$ cat config.mk
export PLATFORM = sky130hd
export DESIGN_NAME = timer_counter
export DESIGN_NICKNAME = d
export VERILOG_FILES = /design/src/rtl/timer_counter.sv
export SDC_FILE = /design/constraint.sdc
export NUM_CORES = 1
export LEC_CHECK = 0
export CAP_MARGIN = 20
export CELL_PAD_IN_SITES_DETAIL_PLACEMENT = 0
export CELL_PAD_IN_SITES_GLOBAL_PLACEMENT = 1
export CORE_ASPECT_RATIO = 1.25
export CORE_MARGIN = 1.5
export CORE_UTILIZATION = 44
export DETAILED_ROUTE_END_ITERATION = 6
export PLACE_DENSITY = 0.94
export SLEW_MARGIN = 20
export SYNTH_ARGS = -nofsm -noshare
export SYNTH_HDL_FRONTEND = slang
export SYNTH_SLANG_ARGS = --single-unit
$ cat constraint.sdc
create_clock -name clk -period 8.2 [get_ports clk]
set_clock_uncertainty 0.1 [all_clocks]
set_input_delay 1.64 -clock clk [delete_from_list [all_inputs] [get_ports clk]]
set_output_delay 1.64 -clock clk [all_outputs]
set_load 0.03 [all_outputs]
$ cat src/rtl/timer_counter.sv
// rtl/timer_counter.sv - prescaled up/down one-shot/periodic timer with one-cycle done pulse
// Optional prescaler: define TIMER_COUNTER_PRESCALER_EN to build it; otherwise presc is ignored.
module timer_counter #(
    parameter int WIDTH       = 32,
    parameter int PRESC_WIDTH = 8
) (
    input  logic                   clk,
    input  logic                   rst_n,
    input  logic [WIDTH-1:0]       load,
    input  logic                   start,
    input  logic                   stop,
    input  logic                   periodic,
    input  logic                   down,
    input  logic [PRESC_WIDTH-1:0] presc,
    output logic [WIDTH-1:0]       count,
    output logic                   busy,
    output logic                   done
);

    typedef enum logic {
        IDLE = 1'b0,
        RUN  = 1'b1
    } state_t;

    state_t           state, state_n;
    logic [WIDTH-1:0] count_n;
    logic [WIDTH-1:0] load_q, load_q_n;
    logic             periodic_q, periodic_q_n;
    logic             down_q, down_q_n;
    logic             done_n;
    logic             start_acc;
    logic             tick;
    logic             terminal;

`ifdef TIMER_COUNTER_PRESCALER_EN
    logic [PRESC_WIDTH-1:0] presc_q, presc_q_n;
    logic [PRESC_WIDTH-1:0] presc_cnt, presc_cnt_n;

    assign tick = (state == RUN) && (presc_cnt == presc_q);
`else
    logic unused_presc;

    assign unused_presc = ^presc;
    assign tick         = (state == RUN);
`endif

    assign start_acc = start && !stop;
    // Terminal compare comes before any step, so the counter can never wrap.
    assign terminal  = tick && (down_q ? (count == '0) : (count == load_q));
    assign busy      = (state == RUN);

    always_comb begin
        state_n      = state;
        count_n      = count;
        load_q_n     = load_q;
        periodic_q_n = periodic_q;
        down_q_n     = down_q;
        done_n       = 1'b0;
`ifdef TIMER_COUNTER_PRESCALER_EN
        presc_q_n    = presc_q;
        presc_cnt_n  = presc_cnt;
`endif
        if (stop) begin
            state_n = IDLE;
        end else if (start_acc) begin
            load_q_n     = load;
            periodic_q_n = periodic;
            down_q_n     = down;
            count_n      = down ? load : '0;
            state_n      = RUN;
`ifdef TIMER_COUNTER_PRESCALER_EN
            presc_q_n    = presc;
            presc_cnt_n  = '0;
`endif
        end else if (state == RUN) begin
`ifdef TIMER_COUNTER_PRESCALER_EN
            presc_cnt_n = tick ? '0 : presc_cnt + PRESC_WIDTH'(1);
`endif
            if (terminal) begin
                done_n = 1'b1;
                if (periodic_q) begin
                    count_n = down_q ? load_q : '0;
                end else begin
                    count_n = '0;
                    state_n = IDLE;
                end
            end else if (tick) begin
                count_n = down_q ? count - WIDTH'(1) : count + WIDTH'(1);
            end
        end
    end

    always_ff @(posedge clk or negedge rst_n) begin
        if (!rst_n) begin
            state      <= IDLE;
            count      <= '0;
            done       <= 1'b0;
            load_q     <= '0;
            periodic_q <= 1'b0;
            down_q     <= 1'b0;
`ifdef TIMER_COUNTER_PRESCALER_EN
            presc_q    <= '0;
            presc_cnt  <= '0;
`endif
        end else begin
            state      <= state_n;
            count      <= count_n;
            done       <= done_n;
            load_q     <= load_q_n;
            periodic_q <= periodic_q_n;
            down_q     <= down_q_n;
`ifdef TIMER_COUNTER_PRESCALER_EN
            presc_q    <= presc_q_n;
            presc_cnt  <= presc_cnt_n;
`endif
        end
    end

endmodule

* Yosys cells after proc, flatten, opt, wreduce, memory -nomap -nowiden
Index checks and enable logic that the tools add are counted.
** Cells by class
- Bitwise operators :: 1
- $add $sub $neg :: 2
- Multiplexer cells :: 17
- Reductions and logical operators :: 7
- Equal/unequal tests :: 1
** Operators by type and width (count)
- 2-to-1 mux 32 bit :: 7
- adder 32 x 1 -> 32 bit (second input constant) :: 1
- == test 32 bit :: 1
- zero test 32 bit :: 1
- subtractor 32 x 1 -> 32 bit (second input constant) :: 1
- 2-to-1 mux 1 bit :: 10
- AND reduction 2 bit :: 2
- logical AND 1 bit :: 2
- nonzero test 2 bit :: 1
- zero test 1 bit :: 1
- inverter 1 bit :: 1
** Word-level totals
- Register bits after elaboration :: 68
- Output and inout port bits :: 34
- Word-level logic and storage cells :: 34
- Input bits :: 46

* Logic depth before layout (Yosys ltp)
- Word-level depth :: 7
- Gate-level depth with buffers :: 10
- Mapped depth without buffers :: 9

* Worst setup path after synthesis
OpenSTA, ideal clock, no wires.
- Path type :: input-to-reg
- Start :: in start
- End :: reg count[11]
- Setup slack :: 5034 ps
- Setup time :: 77 ps
- Cell stages on the path :: 7
- Data required time :: 8023 ps
- Arrival time :: 2989 ps
- Path buffers :: 3
- Cell sequence :: nor2b_1 -> and2_1 -> clkbuf_1 -> clkbuf_1 -> clkbuf_1 -> nand2_1 -> a21oi_1
** Between the ends
- Longest elaborated chain between the ends :: 3
- Elaborated cells on any way between the ends :: 4
- Classes of those cells :: mux (1); reduce/logical (3)
** Ends and longest elaborated chain
- start, declared :: line 10 : input logic start,
- logical AND 1 bit (*) :: line 47 : assign start_acc = start && !stop;
- nonzero test 2 bit (no source line)
- AND reduction 2 bit (no source line)
- end signal, assigned :: line 107 : count <= count_n;
- end, declared :: line 15 : output logic [WIDTH-1:0] count,
Mark *: on every way between the ends. The rest lies on a longest branch, timed or not.
A chain may end at the register's enable or synchronous reset.

* Final worst setup path
- Start :: in stop
- End :: reg count[26]
** Between the ends
- Longest elaborated chain between the ends :: 4
- Elaborated cells on any way between the ends :: 6
- Classes of those cells :: mux (1); bitwise (1); reduce/logical (4)
** Ends and longest elaborated chain
- start, declared :: line 11 : input logic stop,
- zero test 1 bit :: line 47
- logical AND 1 bit :: line 47
- nonzero test 2 bit (no source line)
- AND reduction 2 bit (no source line)
Several ways; a longest one is shown, not always the timed one.

==> impl_metrics.env <==
export IMPL_status="finished clean"
export IMPL_drtIter0Drc=271
export IMPL_tightest_slew_ps=909
export IMPL_path_class="in -> reg"
export IMPL_drv_cap=0
export IMPL_whs_ps=413
export IMPL_synthArstFlopShare_pct=100
export IMPL_clk_pin_slew_ps=60
export IMPL_yosysWarnings=0
export IMPL_postSynthCellCount=652
export IMPL_io_pins=80
export IMPL_cts_resized=0
export IMPL_die_area_mm2=0.0125
export IMPL_fin_nets=787
export IMPL_grt_remaining_overflow=0
export IMPL_grt_usage_pct=26.9
export IMPL_p_leak_nw=2.70
export IMPL_via_per_inst=5.93
export IMPL_reg2reg_depth=9
export IMPL_ant_nets=0
export IMPL_hold_viol_final=0
export IMPL_clock_path_buffers=2
export IMPL_finalCriticalPeriod_ps=3890
export IMPL_gp_congestion=0.894
export IMPL_slew_headroom_pct=39.4
export IMPL_synth_area_per_cell_um2=7.99
export IMPL_wl_per_cell_um=18.5
export IMPL_port_buffers=71
export IMPL_power_density_mw_per_mm2=398
export IMPL_yosys_top_cells_area="dfrtp_1 33%, nand2_1 11%, xnor2_1 7.9%, ha_1 7.2%, a21oi_1 6.6%"
export IMPL_initial_core_util_pct=45.1
export IMPL_drt_total_wl_um=15800
export IMPL_die_width_um=100
export IMPL_first_global_vias=5210
export IMPL_cts_sinks=68
export IMPL_fin_crit_sh_pct=47.4
export IMPL_grt_start_max_net_pins=69
export IMPL_slew_violations=0
export IMPL_arrival_ps=4030
export IMPL_grt_pass1_wl_um=26600
export IMPL_syn_cell_area_mm2=0.00521
export IMPL_cts_buffers=9
export IMPL_die_h_um=125
export IMPL_ys_types=63
export IMPL_antenna_found_initial=0
export IMPL_fin_ws_ps=4310
export IMPL_drt_pass1_iterations=4
export IMPL_fp_row_count=44
export IMPL_syn_nets=729
export IMPL_syn_to_final_growth_pct=21.9
export IMPL_cts_root_buf="clkbuf_16"
export IMPL_crit_required_ps=8340
export IMPL_postCtsHoldBufs=0
export IMPL_core_area_mm2=0.0116
export IMPL_synth_top_area_share_pct=32.6
export IMPL_post_dp_hpwl_um=11100
export IMPL_antennaDiodeCount=0
export IMPL_pre_cts_ws_ps=3560
export IMPL_route_vias_total=5061
export IMPL_ir_drop_v=0.000191
export IMPL_synth_edff_count=0
export IMPL_fmax_mhz=257
export IMPL_htree_levels=3
export IMPL_hold_class="reg -> reg"
export IMPL_synth_seq_area_share_pct=32.6
export IMPL_cts_tree="built"
export IMPL_start_kind="primary input"
export IMPL_worstSkewPairLatency_ps=350
export IMPL_ys_flop_type="dfrtp_1"
export IMPL_endpoint_kind="register"
export IMPL_ys_seq_elements=68
export IMPL_hold_depth=2
export IMPL_setup_viol=0
export IMPL_synth_top_area_cell="dfrtp_1"
export IMPL_post_cts_buffers=0
export IMPL_critPathMaxFanout=40
export IMPL_utilization_pct=54.9
export IMPL_tns_ps=0
export IMPL_drc=0
export IMPL_drive_gt1_share_pct=5.73
export IMPL_rsz0062_at_grt="no"
[Yosys cell counts, types with 5 or more instances]
| library cell | count |
|---|---|
| ha_1 | 30 |
| o22ai_1 | 24 |
| a21o_1 | 14 |
| a211oi_1 | 7 |
| nand4_1 | 14 |
| nand3_1 | 9 |
| xor2_1 | 12 |
| dfrtp_1 | 68 |
| nor2_1 | 39 |
| a31oi_1 | 6 |
| nor3_1 | 7 |
| xnor2_1 | 47 |
| nor4_1 | 7 |
| a221oi_1 | 5 |
| clkbuf_1 | 23 |
| a21oi_1 | 69 |
| inv_1 | 11 |
| and2_1 | 18 |
| o21a_1 | 6 |
| o21ai_0 | 17 |
| nand2_1 | 151 |
[power by group]
part,internal (mW),switching (mW),leakage (nW)
Clock,0.268,0.162,0.156
Sequential,0.435,0.170,0.814
Combinational,0.630,0.864,1.73
Total,1.33,1.20,2.70
[critical path, cell delays in order]
cell and delay, ps:
clkdlybuf4s50_1 600, nand2b_1 140, buf_4 400, and3_2 660, nand2_1 110, a21oi_1 160
a21oi_1 50, a221oi_1 250
[per-layer routing]
layer	share of wire (%)	up-vias	global-route usage, %	wire, um
met2	50	147	44.5	7890
met3	3.5	41	4.21	551
li1	-	2437	-	-
met1	43	2436	34.2	6820
met5	0	-	0	0
met4	3.5	0	12.1	556
[final cells by class]
| cell class | count | area, um2 |
|---|---|---|
| flip-flops and latches | 68 | 1700 |
| clock inverters | 7 | 98.8 |
| multi-input cells | 542 | 3350 |
| fillers | 1097 | 5210 |
| well taps | 138 | 173 |
| inverters | 11 | 41.3 |
| clock buffers | 9 | 225 |
| repair buffers | 78 | 758 |
[flip-flops by register name (all words and copies together) (netlist names)]
signal	flops
busy	1
count	32
done	1
down_q	1
load_q	32
periodic_q	1
[per-stage QoR]
stage,cell area [um2],total power [mW],instances
global route,6350,2.70,853
finish,6350,2.53,853
global placement,6020,2.05,837
CTS,6340,2.52,853
detailed placement,6020,2.08,837
floorplan,5210,1.61,652
[kinds of logic (layout without fill, tap and decap cells)]
group	count (synthesis)	in the layout	synth area share, %
muxes	1	1	0.192
xor gates and xnor gates	59	59	9.91
adders and majority gates	31	31	7.59
AOI/OAI and AO/OA	185	185	23.4
buffers and inverters	42	105	3.46
DFF	68	68	32.6
and+or+nand+nor	266	266	22.8
[cells in the final DEF, fill, tap and decap left out, types with 3 or more instances in the layout]
master             n
a211oi_1           7
nor2_1            38
a221oi_1           5
o22ai_1           24
clkdlybuf4s50_1   70
nand4_1           14
o21ai_0           17
nor4_1             7
xor2_1            12
dfrtp_1           68
a21oi_1           69
or3_1              4
clkbuf_16          9
o21a_1             6
xnor2_1           47
a21o_1            14
inv_1             11
and3_1             3
o31ai_1            3
a22o_1             4
o21bai_1           3
nand2_1          151
and2_1            18
buf_4              7
a31oi_1            6
ha_1              30
nor3_1             7
nand3_1            9
[worst paths after layout]
path	start	slack, ps	to
worst max register to register	down_q	4900	count[15]
worst max-delay path	stop	4310	count[26]
worst min-delay path	load_q[7]	410	load_q[7]
max in group asynchronous	rst_n	6000	count[13]
worst min register to register	load_q[7]	410	load_q[7]
min in group asynchronous	rst_n	1420	count[8]
Power figures use the tool's default switching activity.
